==> config.mk <==
export PLATFORM = sky130hd
export DESIGN_NAME = capture_readback_flat
export DESIGN_NICKNAME = d
export VERILOG_FILES = /design/src/rtl/capture_pkg.sv /design/src/rtl/capture_readback_if.sv /design/src/rtl/capture_readback_addr_ctr.sv /design/src/rtl/capture_readback.sv /design/src/flat_wrapper.sv
export SDC_FILE = /design/constraint.sdc
export NUM_CORES = 1
export LEC_CHECK = 0
export CAP_MARGIN = 20
export CORE_UTILIZATION = 43
export DETAILED_ROUTE_END_ITERATION = 16
export PLACE_DENSITY = 0.8
export SYNTH_ARGS = -nofsm -noshare
export SYNTH_HDL_FRONTEND = slang
export SYNTH_SLANG_ARGS = --single-unit
==> constraint.sdc <==
create_clock -name clk -period 2.34 [get_ports clk]
set_input_delay 0.585 -clock clk [delete_from_list [all_inputs] [get_ports clk]]
set_output_delay 0.585 -clock clk [all_outputs]
set_load 0.01 [all_outputs]
==> src/rtl/capture_pkg.sv <==
// Shared types and sizes for the capture path:
// readback state encoding and default RAM geometry.
package capture_pkg;

  localparam int CAP_ADDR_W = 10;
  localparam int CAP_DATA_W = 32;

  typedef enum logic [2:0] {
    S_IDLE    = 3'd0,
    S_FETCH   = 3'd1,
    S_CAPTURE = 3'd2,
    S_PRESENT = 3'd3,
    S_HOLD    = 3'd4
  } state_t;

endpackage

==> src/rtl/capture_readback_if.sv <==
// RAM read port plus return-data handshake.
// master: readback block; slave: RAM + consumer.
interface capture_readback_if #(
  parameter int ADDR_W = 10,
  parameter int DATA_W = 32
);
  logic              ram_rd_en;
  logic [ADDR_W-1:0] ram_rd_addr;
  logic [DATA_W-1:0] ram_rd_data;
  logic              get_return_data;
  logic              has_return_data;
  logic [DATA_W-1:0] return_data;

  modport master (
    output ram_rd_en,
    output ram_rd_addr,
    input  ram_rd_data,
    input  get_return_data,
    output has_return_data,
    output return_data
  );

  modport slave (
    input  ram_rd_en,
    input  ram_rd_addr,
    output ram_rd_data,
    output get_return_data,
    input  has_return_data,
    input  return_data
  );
endinterface

==> src/rtl/capture_readback_addr_ctr.sv <==
// Wrapping ring address plus remaining-sample counter.
// Ports: load/step controls, start addr/count in, addr/zero out.
module readback_addr_ctr #(
  parameter int ADDR_W = 10
) (
  input  logic              clk,
  input  logic              reset_n,
  input  logic              i_load,
  input  logic              i_step,
  input  logic [ADDR_W-1:0] i_start_addr,
  input  logic [ADDR_W:0]   i_count,
  output logic [ADDR_W-1:0] o_addr,
  output logic              o_zero
);
  localparam logic [ADDR_W-1:0] A_ONE =
    {{(ADDR_W-1){1'b0}}, 1'b1};
  localparam logic [ADDR_W:0] R_ONE =
    {{ADDR_W{1'b0}}, 1'b1};

  logic [ADDR_W-1:0] r_addr;
  logic [ADDR_W:0]   r_rem;

  always_ff @(posedge clk) begin
    if (!reset_n) begin
      r_addr <= '0;
      r_rem  <= '0;
    end else if (i_load) begin
      r_addr <= i_start_addr;
      r_rem  <= i_count;
    end else if (i_step) begin
      // natural overflow gives the ring wrap
      r_addr <= r_addr + A_ONE;
      r_rem  <= r_rem - R_ONE;
    end
  end

  assign o_addr = r_addr;
  assign o_zero = (r_rem == '0);
endmodule

==> src/rtl/capture_readback.sv <==
// Walks the capture ring, one sample per consumer pop.
// Ports: start/abort/start_addr/sample_count, bus, idle/done.
module capture_readback
  import capture_pkg::*;
#(
  parameter int ADDR_W = CAP_ADDR_W,
  parameter int DATA_W = CAP_DATA_W
) (
  input  logic              clk,
  input  logic              reset_n,
  input  logic              i_start,
  input  logic              i_abort,
  input  logic [ADDR_W-1:0] i_start_addr,
  input  logic [ADDR_W:0]   i_sample_count,
  capture_readback_if.master bus,
  output logic              o_readback_idle,
  output logic              o_readback_done
);
  state_t            r_state;
  logic [DATA_W-1:0] r_data;
  logic              r_done;
  logic              w_load;
  logic              w_step;
  logic              w_zero;
  logic [ADDR_W-1:0] w_addr;

  assign w_load = (r_state == S_IDLE)
                & i_start & ~i_abort;
  assign w_step = (r_state == S_CAPTURE)
                & ~i_abort;

  readback_addr_ctr #(.ADDR_W(ADDR_W)) u_ctr (
    .clk          (clk),
    .reset_n      (reset_n),
    .i_load       (w_load),
    .i_step       (w_step),
    .i_start_addr (i_start_addr),
    .i_count      (i_sample_count),
    .o_addr       (w_addr),
    .o_zero       (w_zero)
  );

  always_ff @(posedge clk) begin
    if (!reset_n) begin
      r_state <= S_IDLE;
      r_data  <= '0;
      r_done  <= 1'b0;
    end else if (i_abort) begin
      r_state <= S_IDLE;
      r_done  <= 1'b0;
    end else begin
      r_done <= 1'b0;
      unique case (r_state)
        S_IDLE: begin
          if (i_start) begin
            if (i_sample_count == '0)
              r_done <= 1'b1;
            else
              r_state <= S_FETCH;
          end
        end
        S_FETCH:   r_state <= S_CAPTURE;
        S_CAPTURE: begin
          r_data  <= bus.ram_rd_data;
          r_state <= S_PRESENT;
        end
        S_PRESENT: begin
          if (bus.get_return_data)
            r_state <= S_HOLD;
        end
        S_HOLD: begin
          // counter already stepped in CAPTURE
          if (w_zero) begin
            r_state <= S_IDLE;
            r_done  <= 1'b1;
          end else begin
            r_state <= S_FETCH;
          end
        end
        default: r_state <= S_IDLE;
      endcase
    end
  end

  assign bus.ram_rd_en       = (r_state == S_FETCH);
  assign bus.ram_rd_addr     = w_addr;
  assign bus.has_return_data = (r_state == S_PRESENT);
  assign bus.return_data     = r_data;
  assign o_readback_idle     = (r_state == S_IDLE);
  assign o_readback_done     = r_done;
endmodule

==> src/flat_wrapper.sv <==
// flat-port wrapper written by rule: the top's interface ports become plain ports
module capture_readback_flat import capture_pkg::*;
#(
  parameter int ADDR_W = CAP_ADDR_W,
  parameter int DATA_W = CAP_DATA_W
)
  (clk, reset_n, i_start, i_abort, i_start_addr, i_sample_count, o_readback_idle, o_readback_done, bus_ram_rd_en, bus_ram_rd_addr, bus_ram_rd_data, bus_get_return_data, bus_has_return_data, bus_return_data);
  capture_readback_if #(.ADDR_W(ADDR_W), .DATA_W(DATA_W)) bus_i ();
  input  logic clk;
  input  logic reset_n;
  input  logic i_start;
  input  logic i_abort;
  input  logic [ADDR_W-1:0] i_start_addr;
  input  logic [ADDR_W:0] i_sample_count;
  output logic o_readback_idle;
  output logic o_readback_done;
  output wire logic [$bits(bus_i.ram_rd_en)-1:0] bus_ram_rd_en;
  output wire logic [$bits(bus_i.ram_rd_addr)-1:0] bus_ram_rd_addr;
  input wire logic [$bits(bus_i.ram_rd_data)-1:0] bus_ram_rd_data;
  input wire logic [$bits(bus_i.get_return_data)-1:0] bus_get_return_data;
  output wire logic [$bits(bus_i.has_return_data)-1:0] bus_has_return_data;
  output wire logic [$bits(bus_i.return_data)-1:0] bus_return_data;
  assign bus_ram_rd_en = bus_i.ram_rd_en;
  assign bus_ram_rd_addr = bus_i.ram_rd_addr;
  assign bus_i.ram_rd_data = bus_ram_rd_data;
  assign bus_i.get_return_data = bus_get_return_data;
  assign bus_has_return_data = bus_i.has_return_data;
  assign bus_return_data = bus_i.return_data;
  capture_readback #(.ADDR_W(ADDR_W), .DATA_W(DATA_W)) u_core (.clk(clk), .reset_n(reset_n), .i_start(i_start), .i_abort(i_abort), .i_start_addr(i_start_addr), .i_sample_count(i_sample_count), .bus(bus_i), .o_readback_idle(o_readback_idle), .o_readback_done(o_readback_done));
endmodule
-- Word-level counts from Yosys, hierarchy flattened
Index checks and enable logic that the tools add are counted.
- bitwise operators: 5
- mux-type cells: 13
- eq/ne operators: 7
- reduce and logical (&&, ||, !) cells: 7
- $add $sub $neg: 2
- operators by type and width (cell ; count):
    logical NOT 11 bit ; 2
    two-way mux 11 bit ; 2
    two-way mux 10 bit ; 2
    one-hot mux 3 bit (5 select lines) ; 1
    subtractor 11 x 1 -> 11 bit (second input constant) ; 1
    adder 10 x 1 -> 10 bit (second input constant) ; 1
    two-way mux 3 bit ; 3
    == test 3 x 2 -> 1 bit (second input constant) ; 2
    inequality test 2 bit (second input constant) ; 3
    two-way mux 1 bit ; 4
    AND 1 bit ; 3
    == test 3 x 1 -> 1 bit (second input constant) ; 1
    == test 3 bit (second input constant) ; 1
    logical NOT 3 bit ; 1
    AND reduction 3 bit ; 1
    inverter 1 bit ; 2
    one-hot mux 1 bit (2 select lines) ; 1
    AND reduction 2 bit ; 1
    nonzero test 2 bit ; 1
    OR reduction 2 bit ; 1
- register bits: 57
- output and inout port bits: 46
- bits of input ports: 58
- logic and storage cells: 39

-- Depth between registers and ports, before layout
Gate-level depths: netlist of run 1.
- depth after elaboration: 4
- depth in mapped cells: 7
- depth with buffers taken out: 6

-- By module
A second synthesis of run 1 with hierarchy kept.
- cell total of the unflattened synthesis: 316
- area, all modules: 2803.9 sq um
- modules (own cells, without submodules) (module ; instances ; sequential area each (sq um) ; cells an instance ; area each (sq um)):
    capture_readback ; 1 ; 720.7 ; 170 ; 1567.8
    readback_addr_ctr ; 1 ; 420.4 ; 146 ; 1236.2

-- Worst setup path before layout of run 1
Ideal clock, no wire load.
- path kind: register to register
- from: reg u_core.u_ctr.r_rem[5]
- to: reg u_core.r_state[0]
- required time: 2199 ps
- arrival time: 1582 ps
- buffers on the path: 0
- period minus slack after synthesis: 1723 ps
- stages on the path, launching flop included: 5
- path slack: 617 ps
- library setup time: 141 ps
- cell sequence: dfxtp_1 -> or4_4 -> or4_4 -> a32oi_1 -> a21oi_1
- longest elaborated chain between the ends: 3
- ends and longest elaborated chain (element ; RTL line ; RTL):
    from (decl) ; capture_readback_addr_ctr.sv:21 ; logic [ADDR_W:0] r_rem;
    from (signal assigned) ; capture_readback_addr_ctr.sv:29 ; r_rem <= i_count;
    from (signal assigned) ; capture_readback_addr_ctr.sv:33 ; r_rem <= r_rem - R_ONE;
    logical NOT 11 bit ; capture_readback_addr_ctr.sv:38 ; assign o_zero = (r_rem == '0);
    two-way mux 1 bit ; capture_readback.sv:73 ; if (w_zero) begin
    one-hot mux 3 bit (5 select lines) ; capture_readback.sv:53 ; unique case (r_state)
    to (signal assigned) ; capture_readback.sv:59 ; r_state <= S_FETCH;
    to (signal assigned) ; capture_readback.sv:74 ; r_state <= S_IDLE;
    to (signal assigned) ; capture_readback.sv:77 ; r_state <= S_FETCH;
    to (decl) ; capture_readback.sv:19 ; state_t r_state;
Every way passes these cells.
A chain may end at the register's enable or synchronous reset.

-- Worst setup path in the final report of run 1
- from: reg u_core.r_state[2]
- to: out bus_has_return_data
- longest elaborated chain between the ends: 1
- ends and longest elaborated chain (element ; RTL line ; RTL):
    from (signal assigned) ; capture_readback.sv:45 ; r_state <= S_IDLE;
    from (signal assigned) ; capture_readback.sv:49 ; r_state <= S_IDLE;
    from (signal assigned) ; capture_readback.sv:59 ;
    == test 3 x 2 -> 1 bit ; capture_readback.sv:87 ; assign bus.has_return_data = (r_state == S_PRESENT);
    to (decl) ; flat_wrapper.sv:21 ; output wire logic [$bits(bus_i.has_return_data)-1:0] bus_has_return_data;
Every way passes these cells.

==> results of run 1 <==
stage by stage:
stage	worst slack, ps	hold slack, ps	power (W)	std cells	util (%)
2_1_floorplan	617	474	0.00127	315	-
3_3_place_gp	72.9	440	0.00148	478	65.7
3_5_place_dp	24.6	446	0.00149	478	65.7
4_1_cts	11.9	455	0.00252	494	69.7
5_1_grt	2.46	474	0.00263	494	69.8
6_report	115	453	0.00251	494	69.8
power breakdown:
| group | switching, W | total (W) | internal [W] |
|---|---|---|---|
| clock | 0.000401 | 0.00103 | 0.000627 |
| sequential | 0.0000467 | 0.00106 | 0.00101 |
| combinational | 0.000182 | 0.000423 | 0.000241 |
| total | 0.000630 | 0.00251 | 0.00188 |
worst max-delay path by stage:
stage,endpoint,slack (ps),depth (start not counted)
2_1_floorplan,u_core.r_state[0],620,4
3_3_place_gp,u_core.bus.return_data[16],70,6
3_5_place_dp,u_core.bus.return_data[31],20,6
4_1_cts,o_readback_idle,10,2
5_1_grt,bus_has_return_data,2,3
6_report,bus_has_return_data,120,3
layer usage:
metal,up-vias,track usage [%],wire [um]
met3,16,6.51,504
met1,1262,31.3,3060
li1,1327,-,-
met5,-,0,0
met4,0,12.2,141
met2,103,39.9,3510
synthesized netlist by cell type, types with 5 or more instances:
library cell	number	share of area, %
nor3_1	8	1.6
nand3_1	5	1.0
xnor2_1	5	1.7
nor4_1	7	1.7
nor2_1	20	3.0
clkbuf_1	17	2.5
a31oi_1	5	1.2
o22ai_1	6	1.5
nand2_1	72	11
a22oi_1	8	2.4
nand4_1	5	1.2
buf_2	6	1.2
a21oi_1	40	8.0
o21ai_1	9	1.8
dfxtp_1	57	45
registers in the layout, summed over array words and instances, names as in the netlist:
| register | cells |
|---|---|
| u_core.bus.return_data | 32 |
| u_core.u_ctr.o_addr | 10 |
| u_core.u_ctr.r_rem | 11 |
| u_core.o_readback_done | 1 |
| u_core.r_state | 3 |
area by class of cell:
class,count,share of cell area (%)
multi-input combinational,231,32.7
timing repair buffer,114,29.6
sequential,57,29.4
clock buffer,11,3.63
tap,72,2.32
clock inverter,5,2.03
inverter,4,0.386
kinds of logic after synthesis:
group | after synthesis
AND/OR/NAND/NOR | 141
AO/OA/AOI/OAI | 79
flip-flops | 57
buffers and inverters | 27
XOR/XNOR | 7
adder cells (fa/ha/maj) | 3
multiplexers | 1
worst min-delay path: stages, from the launching register on:
cell,delay [ps]
dfxtp_1,310
nand2_1,50
a21oi_1,50
==> flow_summary.ini, run 1 <==
[status]
status = finished, final reports clean

[place]
dp_hpwl_um = 5000
finalWeightedCongestion = 0.855
port_buffers = 103
placed_area_mm2 = 0.00366

[sta]
tns_ps = 0
period_minus_slack_ps = 2220
hold_violations = 0
worst_slew_pin_slew_ps = 480
max_freq_ghz = 0.449
slew_viol_final = 0
skew_ps = 6.71
relSlewSlack_pct = 67.8
rsz0062_at_grt = false
setup_violations = 0
period_share_pct = 95.1

[worst_setup_path]
crit_start = u_core.r_state[2]
cp.buffers_inverters = 1
endpoint_kind = output pin
setup.worst_path.class = flop to output pin
rr_startpoint = u_core.u_ctr.r_rem[0]
critPathMaxStageDelay_ps = 540
r2r-end = u_core.u_ctr.r_rem[8]
path_delay_family = buffers and inverters
critPathArrivalTime_ps = 1640
reg2reg_depth = 6
critPathRequiredTime_ps = 1750
ff2ff_setup_slack_ps = 470
cp-start-kind = flop
crit_slowest_cell = clkdlybuf4s50_1
crit_chain = nand2b_1 -> nor2_1 -> clkdlybuf4s50_1
critPathMaxFanout = 9

[pwr]
max-vdd-ir-drop_mv = 0.430
power.leakage_nw = 1.34
power.density_mw_per_mm2 = 644

[layout]
final_cell_mix = clkdlybuf4s50_1 (103), nand2_1 (72), dfxtp_1 (56)
n_antenna_cell = 0
layout_commonest_cell = clkdlybuf4s50_1
layout-drive-gt1-share_pct = 7.58
design_area_mm2 = 0.00389
nets = 478
num-fill-cells = 455
seqCellArea_mm2 = 0.00114
area_growth_pct = 55.1
multi_input_area_mm2 = 0.00127

[clock_network]
postCtsSetupBuffers = 0
htree_levels = 3
clkSinkCount = 57
cts_hold_buf = 0
numCtsBuffers = 9
clockBufferDepth = 2
clk_pin_slew_worst_paths_ps = 60
cts_resized = 0
cts_tree = yes
clk_latency_ps = 340
cts_root_buf = clkbuf_8

[grt]
grt_pass1_wl_um = 11900
gr-total-overflow = 0
grt_antenna_before_repair = 0
grt_max_degree = 28
grt_pass1_vias = 2540
grt.total_usage_pct = 25.0

[logic_synthesis]
yosys_most_used_dff = dfxtp_1
synth_top_family_by_area = simple AND/OR/NAND/NOR gates
synth-seq-cells = 57
synth-edff-count = 0
synth_area_mm2 = 0.00251
synthAdderAreaFrac_pct = 1.50
synth_compound_gate_area_share_pct = 18.6
ys_async_sr_fraction_pct = 0
synth_cell_type_count = 37
seq_area_frac_synth_pct = 45.5
syn_inst = 315
syn_nets = 376
muxShareOfSynthArea_pct = 0.399
yosys.area_share.simple_pct = 27.3
synth_xor_xnor_area_share_pct = 2.44
ys_warn_count = 0
syn_area_per_cell_um2 = 7.96

[hold_path]
hold_end = u_core.bus.return_data[20]
hold_depth = 2
hp-class = flop to flop
worstHoldStart = u_core.bus.return_data[20]

[detailed_routing]
route.detailed.drc = 0
routed_wirelength_um = 7210
ant_nets = 0
wl_per_cell_um = 14.6
vias = 2708
firstDrtPassIters = 4
drtIter0Drc = 216
via_per_inst = 5.48

[floorplan]
die_y_um = 78.4
rows = 27
die_area_mm2 = 0.00614
initial_core_util_pct = 45.0
die_w_um = 78.4
core_mm2 = 0.00557
num_io_pins = 104

[job]
maxCapViolCount = 0
Power figures use the tool's default switching activity.
==> run 2, diff against run 1 <==
--- a/config.mk
+++ b/config.mk
@@ -6,6 +6,7 @@
 export NUM_CORES = 1
 export LEC_CHECK = 0
 export CAP_MARGIN = 20
+export CORE_MARGIN = 5
 export CORE_UTILIZATION = 43
 export DETAILED_ROUTE_END_ITERATION = 16
 export PLACE_DENSITY = 0.8
==> flow_summary.ini, run 2 (synthesis results as in run 1) <==
[sta]
tns_ps = 0
relSlewSlack_pct = 63.6
rsz0062_at_grt = false
slew_viol_final = 0
setup_violations = 0
skew_ps = 7.53
worst_slew_pin_slew_ps = 541
setup_ws_ps = 98.1
period_minus_slack_ps = 2240
hold_violations = 0
max_freq_ghz = 0.446
period_share_pct = 95.8
hold_slack_ps = 452

[floorplan]
die_y_um = 86.4
num_io_pins = 104
die_w_um = 86.4
initial_core_util_pct = 45.0
rows = 27
die_area_mm2 = 0.00746
core_mm2 = 0.00557

[worst_setup_path]
endpoint_kind = output pin
critPathArrivalTime_ps = 1660
crit_start = u_core.r_state[0]
critPathRequiredTime_ps = 1750
cp-start-kind = flop
critPathMaxStageDelay_ps = 540
setup.worst_path.class = flop to output pin
crit_chain = nand2b_1 -> nor2_1 -> clkdlybuf4s50_1
crit_slowest_cell = clkdlybuf4s50_1
cp.buffers_inverters = 1
critPathMaxFanout = 9
path_delay_family = buffers and inverters
rr_startpoint = u_core.u_ctr.r_rem[0]

[layout]
largest_reg_flops = 32
area_growth_pct = 53.0
final_cell_mix = clkdlybuf4s50_1 (103), nand2_1 (72), dfxtp_1 (57)
final_cell_count_no_fill = 493
nets = 478
layout-drive-gt1-share_pct = 7.13
num-fill-cells = 478
design_area_mm2 = 0.00384
layout_commonest_cell = clkdlybuf4s50_1
n_antenna_cell = 0

[clock_network]
clkSinkCount = 57
cts_hold_buf = 0
htree_levels = 3
clk_pin_slew_worst_paths_ps = 70
cts_root_buf = clkbuf_8
numCtsBuffers = 9
clockBufferDepth = 2
postCtsSetupBuffers = 0
cts_tree = yes
clk_latency_ps = 340

[detailed_routing]
routed_wirelength_um = 7470
via_per_inst = 5.38
firstDrtPassIters = 4
vias = 2652
drtIter0Drc = 190
wl_per_cell_um = 15.2
ant_nets = 0
route.detailed.drc = 0

[grt]
grt_pass1_wl_um = 11800
use_met1_pct = 23.8
grt_max_degree = 29
gr-total-overflow = 0
grt.total_usage_pct = 20.2
grtUsageMet2_pct = 32.4
grt_antenna_before_repair = 0
grt_pass1_vias = 2514
grt_use_met3_pct = 7.22
grt_busiest_layer = met2

[place]
finalWeightedCongestion = 0.832
dp_hpwl_um = 5380
port_buffers = 103
placed_area_mm2 = 0.00365
dp_cells = 478
place_ws_ps = 82.0

[status]
status = finished, final reports clean

[job]
maxCapViolCount = 0

[hold_path]
hp-class = flop to flop
worstHoldStart = u_core.bus.return_data[7]

[pwr]
power.density_mw_per_mm2 = 604
max-vdd-ir-drop_mv = 0.317
power.leakage_nw = 1.32
run 2: cell count changes in the layout (fill, tap and decap cells not counted), sizes merged:
cell,change
bufinv,-2
clkinv,-2
clkinvlp,+1
clkbuf,+2
run 2: worst min-delay path: stages (launching register included):
cell and delay [ps]:
dfxtp_1 310, nand2_1 50, a21oi_1 50
run 2: power breakdown:
group,switching [W],leakage [nW],internal (W)
Sequential,0.0000474,0.462,0.00101
Combinational,0.000177,0.762,0.000237
Clock,0.000386,0.0915,0.000464
run 2: metal layers:
layer | vias to the layer above | share of wire, %
met5 | - | 0
met4 | 0 | 2.1
met3 | 16 | 8.0
met2 | 85 | 48
met1 | 1225 | 41
li1 | 1326 | -
run 2: final cells by class:
| cell class | count | area [um2] | share of cell area, % |
|---|---|---|---|
| Clock inverter | 2 | 12.5 | 0.326 |
| Clock buffer | 13 | 169 | 4.40 |
| Timing Repair Buffer | 114 | 1140 | 29.7 |
| Inverter | 4 | 15.0 | 0.391 |
| Tap cell | 72 | 90.1 | 2.35 |
| Sequential cell | 57 | 1140 | 29.7 |
| Multi-Input combinational cell | 231 | 1270 | 33.1 |
run 2: worst paths after layout:
kind / slack [ps] / endpoint / cells past startpoint
max: 100 / bus_has_return_data / 3
min: 450 / u_core.bus.return_data[7] / 2
max reg2reg: 480 / u_core.r_state[0] / 6
min reg2reg: 450 / u_core.bus.return_data[7] / 2
run 2: through the flow:
| step | utilization [%] | total power [W] |
|---|---|---|
| 2_1_floorplan | - | 0.00127 |
| 3_3_place_gp | 65.5 | 0.00148 |
| 3_5_place_dp | 65.5 | 0.00148 |
| 4_1_cts | 68.8 | 0.00234 |
| 5_1_grt | 68.9 | 0.00243 |
| 6_report | 68.9 | 0.00232 |
run 2: timing repair:
action / 4_1_cts / 5_1_grt
gates resized for setup: 0 / 1
hold endpoints to repair: 0 / 0
endpoints found under the setup margin: 0 / 1
